**src/rtl/id_operand_fetch_pkg.sv**
```systemverilog
// Shared constants for the decode/operand-fetch stage: MIPS field positions,
// opcode/funct encodings and the destination-register decode.
package id_operand_fetch_pkg;

  localparam int DATA_WIDTH = 32;
  localparam int ADDR_WIDTH = 5;
  localparam int NUM_REGS   = 32;

  localparam int OP_MSB    = 31;
  localparam int OP_LSB    = 26;
  localparam int RS_MSB    = 25;
  localparam int RS_LSB    = 21;
  localparam int RT_MSB    = 20;
  localparam int RT_LSB    = 16;
  localparam int RD_MSB    = 15;
  localparam int RD_LSB    = 11;
  localparam int FUNCT_MSB = 5;
  localparam int FUNCT_LSB = 0;

  localparam logic [5:0] OP_SPECIAL = 6'b000000;
  localparam logic [5:0] OP_REGIMM  = 6'b000001;
  localparam logic [5:0] OP_J       = 6'b000010;
  localparam logic [5:0] OP_JAL     = 6'b000011;
  localparam logic [5:0] OP_BEQ     = 6'b000100;
  localparam logic [5:0] OP_BNE     = 6'b000101;
  localparam logic [5:0] OP_BLEZ    = 6'b000110;
  localparam logic [5:0] OP_BGTZ    = 6'b000111;
  localparam logic [2:0] OP_STORE   = 3'b101;
  localparam logic [5:0] FUNCT_JR   = 6'b001000;

  localparam logic [4:0] REG_RA     = 5'd31;

  // Register written by the instruction; 0 means no architectural write.
  function automatic logic [4:0] dest_of(input logic [31:0] inst);
    logic [5:0] op;
    logic [5:0] funct;
    logic [4:0] d;
    op    = inst[OP_MSB:OP_LSB];
    funct = inst[FUNCT_MSB:FUNCT_LSB];
    d     = inst[RT_MSB:RT_LSB];
    case (op)
      OP_SPECIAL: d = (funct == FUNCT_JR) ? 5'd0 : inst[RD_MSB:RD_LSB];
      OP_JAL:     d = REG_RA;
      OP_J, OP_BEQ, OP_BNE, OP_BLEZ, OP_BGTZ, OP_REGIMM: d = 5'd0;
      default:    if (op[5:3] == OP_STORE) d = 5'd0;
    endcase
    return d;
  endfunction

endpackage

```
**src/rtl/id_operand_fetch_scoreboard.sv**
```systemverilog
// Per-register busy bits: one in-flight writer per GPR. Query results already
// discount a same-cycle writeback so a dependent inst can issue on that cycle.
module reg_scoreboard #(
  parameter int ADDR_WIDTH = id_operand_fetch_pkg::ADDR_WIDTH
) (
  input  logic                      clk,
  input  logic                      rst,
  input  logic                      i_set,
  input  logic [ADDR_WIDTH-1:0]     i_set_idx,
  input  logic                      i_clr,
  input  logic [ADDR_WIDTH-1:0]     i_clr_idx,
  input  logic                      i_fclr,
  input  logic [ADDR_WIDTH-1:0]     i_fclr_idx,
  input  logic [2:0][ADDR_WIDTH-1:0] i_q_idx,
  output logic [2:0]                o_q_busy,
  output logic [(1<<ADDR_WIDTH)-1:0] o_busy
);
  localparam int NR = 1 << ADDR_WIDTH;

  logic [NR-1:0] r_busy;
  logic [NR-1:0] w_set_mask;
  logic [NR-1:0] w_clr_mask;
  logic [NR-1:0] w_fclr_mask;
  logic [NR-1:0] w_busy_eff;
  logic [NR-1:0] w_busy_nxt;

  always_comb begin
    w_set_mask  = i_set  ? (NR'(1) << i_set_idx)  : '0;
    w_clr_mask  = i_clr  ? (NR'(1) << i_clr_idx)  : '0;
    w_fclr_mask = i_fclr ? (NR'(1) << i_fclr_idx) : '0;
    w_busy_eff    = r_busy & ~w_clr_mask;
    w_busy_eff[0] = 1'b0;
    // Set is applied last so a same-cycle set and clear of one index leaves it busy.
    w_busy_nxt    = (r_busy & ~w_clr_mask & ~w_fclr_mask) | w_set_mask;
    w_busy_nxt[0] = 1'b0;
  end

  for (genvar q = 0; q < 3; q++) begin : g_query
    assign o_q_busy[q] = w_busy_eff[i_q_idx[q]];
  end

  always_ff @(posedge clk) begin
    if (rst) r_busy <= '0;
    else     r_busy <= w_busy_nxt;
  end

  assign o_busy = r_busy;

endmodule

```
**src/rtl/id_operand_fetch.sv**
```systemverilog
// Decode/operand-fetch stage: register read with writeback bypass, scoreboard
// hazard stall and a one-entry valid/ready output register toward EX.
module id_operand_fetch #(
  parameter int DATA_WIDTH = id_operand_fetch_pkg::DATA_WIDTH,
  parameter int ADDR_WIDTH = id_operand_fetch_pkg::ADDR_WIDTH
) (
  input  logic                  clk,
  input  logic                  rst,
  input  logic                  inst_valid,
  output logic                  inst_ready,
  input  logic [DATA_WIDTH-1:0] inst,
  input  logic [DATA_WIDTH-1:0] pc,
  output logic [ADDR_WIDTH-1:0] rf_raddr1,
  output logic [ADDR_WIDTH-1:0] rf_raddr2,
  input  logic [DATA_WIDTH-1:0] rf_rdata1,
  input  logic [DATA_WIDTH-1:0] rf_rdata2,
  input  logic                  wb_wen,
  input  logic [ADDR_WIDTH-1:0] wb_waddr,
  input  logic [DATA_WIDTH-1:0] wb_wdata,
  input  logic                  flush,
  output logic                  ex_valid,
  input  logic                  ex_ready,
  output logic [DATA_WIDTH-1:0] ex_pc,
  output logic [DATA_WIDTH-1:0] ex_inst,
  output logic [DATA_WIDTH-1:0] ex_op1,
  output logic [DATA_WIDTH-1:0] ex_op2,
  output logic [ADDR_WIDTH-1:0] ex_dst
);
  import id_operand_fetch_pkg::*;

  logic [ADDR_WIDTH-1:0] w_rs, w_rt, w_dst;
  logic [DATA_WIDTH-1:0] w_op1, w_op2;
  logic                  w_wb_live, w_hazard, w_fire, w_flush_drop;
  logic [2:0]            w_q_busy;
  logic [(1<<ADDR_WIDTH)-1:0] w_busy;

  logic                  r_ex_valid;
  logic [DATA_WIDTH-1:0] r_ex_pc, r_ex_inst, r_ex_op1, r_ex_op2;
  logic [ADDR_WIDTH-1:0] r_ex_dst;

  assign w_rs  = inst[RS_MSB:RS_LSB];
  assign w_rt  = inst[RT_MSB:RT_LSB];
  assign w_dst = dest_of(inst[31:0]);

  assign rf_raddr1 = w_rs;
  assign rf_raddr2 = w_rt;

  assign w_wb_live = wb_wen && (wb_waddr != '0);
  assign w_op1     = (w_wb_live && wb_waddr == w_rs) ? wb_wdata : rf_rdata1;
  assign w_op2     = (w_wb_live && wb_waddr == w_rt) ? wb_wdata : rf_rdata2;

  assign w_hazard     = |w_q_busy;
  assign inst_ready   = !flush && !w_hazard && (!r_ex_valid || ex_ready);
  assign w_fire       = inst_valid && inst_ready;
  // A held inst dropped by flush never reached EX, so its dst reservation is released.
  assign w_flush_drop = flush && r_ex_valid && !ex_ready;

  reg_scoreboard #(.ADDR_WIDTH(ADDR_WIDTH)) u_sb (
    .clk        (clk),
    .rst        (rst),
    .i_set      (w_fire && (w_dst != '0)),
    .i_set_idx  (w_dst),
    .i_clr      (w_wb_live),
    .i_clr_idx  (wb_waddr),
    .i_fclr     (w_flush_drop),
    .i_fclr_idx (r_ex_dst),
    .i_q_idx    ({w_dst, w_rt, w_rs}),
    .o_q_busy   (w_q_busy),
    .o_busy     (w_busy)
  );

  always_ff @(posedge clk) begin
    if (rst) begin
      r_ex_valid <= 1'b0;
      r_ex_pc    <= '0;
      r_ex_inst  <= '0;
      r_ex_op1   <= '0;
      r_ex_op2   <= '0;
      r_ex_dst   <= '0;
    end else if (w_fire) begin
      r_ex_valid <= 1'b1;
      r_ex_pc    <= pc;
      r_ex_inst  <= inst;
      r_ex_op1   <= w_op1;
      r_ex_op2   <= w_op2;
      r_ex_dst   <= w_dst;
    end else if (r_ex_valid && (ex_ready || flush)) begin
      r_ex_valid <= 1'b0;
    end
  end

  assign ex_valid = r_ex_valid;
  assign ex_pc    = r_ex_pc;
  assign ex_inst  = r_ex_inst;
  assign ex_op1   = r_ex_op1;
  assign ex_op2   = r_ex_op2;
  assign ex_dst   = r_ex_dst;

endmodule

```
**config.mk**
```make
export PLATFORM = sky130hd
export DESIGN_NAME = id_operand_fetch
export DESIGN_NICKNAME = d
export VERILOG_FILES = /design/src/rtl/id_operand_fetch_pkg.sv /design/src/rtl/id_operand_fetch_scoreboard.sv /design/src/rtl/id_operand_fetch.sv
export SDC_FILE = /design/constraint.sdc
export NUM_CORES = 1
export LEC_CHECK = 0
export ABC_CLOCK_PERIOD_IN_PS = 3200
export BUFFER_PORTS_ARGS = -buffer_cell sky130_fd_sc_hd__buf_2
export CORE_UTILIZATION = 34
export DETAILED_ROUTE_END_ITERATION = 12
export GPL_TIMING_DRIVEN = 0
export PLACE_DENSITY = 0.7
export SYNTH_ARGS = -nofsm -noshare
export SYNTH_HDL_FRONTEND = slang
export SYNTH_SLANG_ARGS = --single-unit
```
**constraint.sdc**
```tcl
create_clock -name clk -period 3.2 [get_ports clk]
set_input_delay 0.16 -clock clk [delete_from_list [all_inputs] [get_ports clk]]
set_output_delay 0.16 -clock clk [all_outputs]
set_load 0.01 [all_outputs]
```
== Word-level counts from Yosys, hierarchy flattened ==
Cells that the tools add are included.
Widths: inputs -> output; s select.

* Output and inout bits: 145
* Flip-flop bits (word level): 166

* Equality and inequality tests: 11
* Shift-type cells: 3
* Reduce and logical (&&, ||, !) cells: 22
* $lt $le $gt $ge: 3
* Bitwise logic cells: 5
* Muxes and demuxes: 16

{| class="wikitable"
|+ Operator list
! operator !! number
|-
| $mux 32 || 5
|-
| $shl 1x5->32 const A || 3
|-
| $and 32x32->32 || 2
|-
| $not 32->32 || 2
|-
| $or 32x32->32 || 1
|-
| $eq 6x3->1 const B || 4
|-
| $lt 5x6->1 const B || 3
|-
| $bmux 1 s5 || 3
|-
| $pmux 5 s3 || 1
|-
| $eq 6x2->1 const B || 2
|-
| $eq 5x5->1 || 2
|-
| $logic_and 1x1->1 || 10
|-
| $mux 5 || 2
|-
| $reduce_bool 5->1 || 2
|-
| $eq 6x1->1 const B || 1
|-
| $eq 6x4->1 const B || 1
|-
| $logic_not 6->1 || 1
|-
| $reduce_or 6->1 || 1
|-
| $mux 1 || 5
|-
| $logic_not 1->1 || 4
|-
| $eq 3x3->1 const B || 1
|-
| $reduce_or 3->1 || 1
|-
| $logic_or 1x1->1 || 2
|-
| $reduce_bool 2->1 || 1
|}

== Depth between registers and ports, before layout ==
* Depth in word-level cells: 15
* Depth in mapped cells: 15
* Gate-level depth less buffers: 9

== Cells and area by module ==
A second synthesis with hierarchy kept.

* Cell total of the unflattened synthesis: 1149
* Area total of the unflattened synthesis: 9082.5 µm²

{| class="wikitable"
|+ By module, submodules not included
! module !! cells each !! sequential area each (µm²) !! instances !! area an instance (µm²)
|-
| id_operand_fetch || 743 || 2682.6 || 1 || 6199.7
|-
| reg_scoreboard || 406 || 620.6 || 1 || 2882.8
|}

== Worst setup path after synthesis ==
Ideal clock, no wire load.

* Kind: input -> output
* Start: in inst[0]
* End: out inst_ready
* Cell stages on the path: 12
* Data required time: 3040 ps
* Buffers on the path: 4
* Data arrival time: 2901 ps
* Path slack: 139 ps
* Path through: or4b_4 o211a_1 o211a_1 buf_4 mux2_4 a2111oi_2 nor4_1 and4b_1 buf_2 buf_6 buf_2 and2_1

* Longest elaborated chain between the ends: 9

{| class="wikitable"
|+ Ends and longest elaborated chain
! what !! RTL line !! text
|-
| start, declared || id_operand_fetch.sv:11 || <nowiki>input logic [DATA_WIDTH-1:0] inst,</nowiki>
|-
| $eq 6x4->1 || id_operand_fetch_pkg.sv:42 || <nowiki>OP_SPECIAL: d = (funct == FUNCT_JR) ? 5'd0 : inst[RD_MSB:RD_LSB];</nowiki>
|-
| $mux 5 || id_operand_fetch_pkg.sv:42 ||
|-
| $pmux 5 s3 || id_operand_fetch_pkg.sv:41 || <nowiki>case (op)</nowiki>
|-
| $bmux 1 s5 || id_operand_fetch_scoreboard.sv:39 || <nowiki>assign o_q_busy[q] = w_busy_eff[i_q_idx[q]];</nowiki>
|-
| $mux 1 (implied by the code) || id_operand_fetch_scoreboard.sv:39 ||
|-
| $reduce_or 3->1 || id_operand_fetch.sv:52 || <nowiki>assign w_hazard = |w_q_busy;</nowiki>
|-
| $logic_not 1->1 || id_operand_fetch.sv:53 || <nowiki>assign inst_ready = !flush && !w_hazard && (!r_ex_valid || ex_ready);</nowiki>
|-
| $logic_and 1x1->1 (2 in a row) || id_operand_fetch.sv:53 ||
|-
| end, declared || id_operand_fetch.sv:10 || <nowiki>output logic inst_ready,</nowiki>
|}

No other way between the ends. The select of a mux whose other input is x is not followed.

== Final worst setup path ==
* Start: in inst[1]
* End: reg r_ex_op1[23] (netlist: ex_op1[23])

* Longest elaborated chain between the ends: 10

{| class="wikitable"
|+ Ends and longest elaborated chain
! what !! RTL line !! text
|-
| $eq 6x4->1 || id_operand_fetch_pkg.sv:42 ||
|-
| $mux 5 || id_operand_fetch_pkg.sv:42 ||
|-
| $pmux 5 s3 || id_operand_fetch_pkg.sv:41 ||
|-
| $bmux 1 s5 || id_operand_fetch_scoreboard.sv:39 ||
|-
| $mux 1 (implied by the code) || id_operand_fetch_scoreboard.sv:39 ||
|-
| $reduce_or 3->1 || id_operand_fetch.sv:52 ||
|-
| $logic_not 1->1 || id_operand_fetch.sv:53 ||
|-
| $logic_and 1x1->1 (2 in a row) || id_operand_fetch.sv:53 ||
|-
| $logic_and 1x1->1 || id_operand_fetch.sv:54 || <nowiki>assign w_fire = inst_valid && inst_ready;</nowiki>
|-
| end signal, assigned || id_operand_fetch.sv:84 || <nowiki>r_ex_op1 <= w_op1;</nowiki>
|-
| end, declared || id_operand_fetch.sv:38 || <nowiki>logic [DATA_WIDTH-1:0] r_ex_pc, r_ex_inst, r_ex_op1, r_ex_op2;</nowiki>
|}

No other way between the ends. The select of a mux whose other input is x is not followed.
A chain may end at the register's enable or synchronous reset.

==> run summary <==
outcome -> complete, no violations
cell count after synthesis -> 980
Clock Skew -> 0.0197 ns
Unique masters post-synth -> 72
Hold Crit Class -> primary input to register
Max-Cap Viols -> 0
Starting Density -> 34.6%
Seq/Total Area, Yosys -> 38.1%
share of cells above drive strength 1 -> 35.2%
Antenna Nets Post-Route -> 0
yosys warns -> 0
crit path launch type -> primary input
commonest non-fill, non-tap cells in the layout -> buf_2, dfxtp_1, a21oi_1
cell family with the largest share of critical-path delay -> compound AO/OA/AOI/OAI gates
total global-route track usage -> 26.0%
core area -> 25100 sq um
first-pass GRT wire length -> 53200 microns
pin count of the biggest net entering global routing -> 17
DIE HEIGHT -> 162 microns
Final setup viols -> 0
Clock Path Buffers -> 2
vias per cell -> 5.73
TritonRoute pass-1 iters -> 5
Final GP Congestion -> 0.965
CP max stage delay -> 0.58 ns
crit path capture type -> register
FMAX -> 0.319 GHz
placed cells -> 1620
Clock Sinks -> 165
Placement Rows -> 58
critical path class -> primary input to register
slew margin rel. -> 42.1%
cells along the critical path -> buf_6 > or4b_4 > o211a_4 > o211a_1 > buf_6 > mux2_4 > a2111oi_4 > nor4_2 > buf_4 > buf_4 > nand4b_4 > buf_6 > nor2_4 > buf_8 > buf_6 > a211oi_1
CP max FO -> 10
Routed Wire Length -> 35100 microns
Total Nets Final -> 1537
area grow syn2layout -> 40.4%
HPWL Detailed -> 25500 microns
IO Count -> 316
initial drt markers -> 847
Required @ worst endpoint -> 3.53 ns
Post-synth EDFFs -> 0
Die W -> 162 microns
Clock Latency Late Sink -> 0.43 ns
DRC Markers -> 0
share of the synthesized area in the top cell type -> 38.1%
final hold violations -> 0
Tcrit/Tclk final -> 97.8%
worst vdd ir -> 0.000250 V
via count -> 9798
TritonCTS clock tree -> done
Mapped Area -> 8680 sq um
Leakage -> 4.80 nW
post-layout minimum cycle time -> 3.13 ns
Pins Over Slew Limit -> 0
fin util -> 48.5%
slowest stage cell on the critical path -> or4b_4
final worst slack -> 0.0690 ns
Synth Net Count -> 1151
Avg WL per Cell -> 20.5 microns
Mean Syn Cell Area -> 8.86 sq um
Placement Setup Slack -> -1.00 ns
synthesis-stage register bit count -> 165
dominant cell type by area after synthesis -> dfxtp_1
commonest non-fill, non-tap cell in the layout -> buf_2
FFs w/ async S/R, synth -> 0%
Synth Flop Type -> dfxtp_1
Num CTS Buffers -> 17
crit path buf inv count -> 7
DIE AREA -> 26200 sq um
global route overflow -> 0
Cell Pwr Density -> 466 nW/um^2
CTS H-tree lvls -> 4
vias in the first global route -> 9476
most used cell, CP -> buf_6
I/O Buffers -> 308
antenna violations before repair -> 1
Final Non-Filler Cells -> 1710
root buf cell -> clkbuf_16
Area contributors post-synth -> dfxtp_1, mux2i_1, a21oi_1, a211oi_1, o21ai_0
Critical Path AT -> 3.46 ns
Reg clk slew, reported paths -> 0.07 ns
worst-margin pin slew -> 0.868 ns
==> Yosys cell counts, types with 7 or more instances <==
library cell and n:
dfxtp_1 165, a21oi_1 135, o21ai_0 95, nand3_1 74, mux2i_1 73, a211oi_1 67
clkbuf_1 43, buf_2 39, nand2_1 34, a211o_1 25, o31ai_1 25, nor2_1 22
buf_4 15, mux4_2 12, nand2b_1 10, nor3_1 10, o211ai_1 8, buf_6 7
==> power by group <==
part / switching (mW) / leakage [nW] / internal, mW
Combinational: 0.738 / 3.16 / 0.487
Sequential: 0.0612 / 1.34 / 2.17
Clock: 0.962 / 0.293 / 1.26
==> what timing repair did <==
item / CTS / global route
resized for setup: 58 / 54
setup buffers: 10 / 3
hold endpoints to repair: 47 / 0
gates cloned: 0 / 0
endpoints found under the setup margin: 166 / 158
pin swaps: 13 / 12
hold buffers: 47 / 0
==> kinds of logic (layout without fill, tap and decap cells) <==
kind of cell / Yosys count / in the layout / synth area share (%)
AND/OR/NAND/NOR: 195 / 195 / 12.4
other: 0 / 1 / 0
XOR/XNOR: 10 / 10 / 1.01
flip-flops: 165 / 165 / 38.1
AO/OA/AOI/OAI: 404 / 404 / 29.5
buffers and inverters: 117 / 516 / 6.89
multiplexers: 89 / 89 / 12.1
==> flip-flops by register name, indices dropped and copies added (netlist names) <==
register and count:
ex_dst 5, ex_inst 32, ex_op1 32, ex_op2 32
ex_pc 32, ex_valid 1, u_sb.o_busy 31
==> worst register-to-register path, delay by kind of cell (launching register included) <==
| kind | cells | cell delay [ns] |
|---|---|---|
| AO/OA/AOI/OAI | 4 | 0.88 |
| AND/OR/NAND/NOR | 3 | 0.57 |
| buffers and inverters | 3 | 0.50 |
| multiplexers | 1 | 0.49 |
| flip-flops | 1 | 0.33 |
==> cell type report <==
type,count,area [sq um]
fillers,2447,12900
multi-input cells,698,5040
flip-flops and latches,165,3300
repair buffers,370,2140
plain buffers,107,633
clock buffers,19,433
well taps,330,413
clock inverters,13,189
inverters,7,30.0
diodes,1,2.50
==> routing by layer <==
layer  vias up  wire (microns)  share of wire [%]  track usage, %
met5         -               0                  0               0
met4         0            1100                3.1            11.0
met3        82            3150                9.0            6.84
met2       569           16700                 48            43.0
met1      4642           14100                 40            31.7
li1       4505               -                  -               -
==> path summary, 6_finish.rpt <==
| kind | startpoint | endpoint | slack (ns) | cells past startpoint |
|---|---|---|---|---|
| setup / recovery | inst[1] | ex_op1[23]$_SDFFE_PP0P_ | 0.07 | 16 |
| hold / removal | inst[13] | ex_inst[13]$_SDFFE_PP0P_ | 0.03 | 3 |
| setup reg to reg | u_sb.o_busy[9]$_SDFF_PP0_ | ex_op1[19]$_SDFFE_PP0P_ | 0.32 | 11 |
| hold reg to reg | ex_inst[25]$_SDFFE_PP0P_ | ex_inst[25]$_SDFFE_PP0P_ | 0.47 | 2 |
==> stage by stage <==
stage / hold slack [ns] / setup TNS (ns) / cell area [sq um] / power [mW]
6_report: 0.0276 / 0 / 12200 / 5.67
5_1_grt: 0.00745 / -0.246 / 12200 / 5.89
4_1_cts: 0.00230 / 0 / 12000 / 5.66
3_5_place_dp: 0.419 / -131.38 / 10700 / 3.36
3_3_place_gp: 0.414 / -139.84 / 10600 / 3.34
2_1_floorplan: 0.308 / 0 / 8680 / 2.89
(Power assumes the default switching activity.)
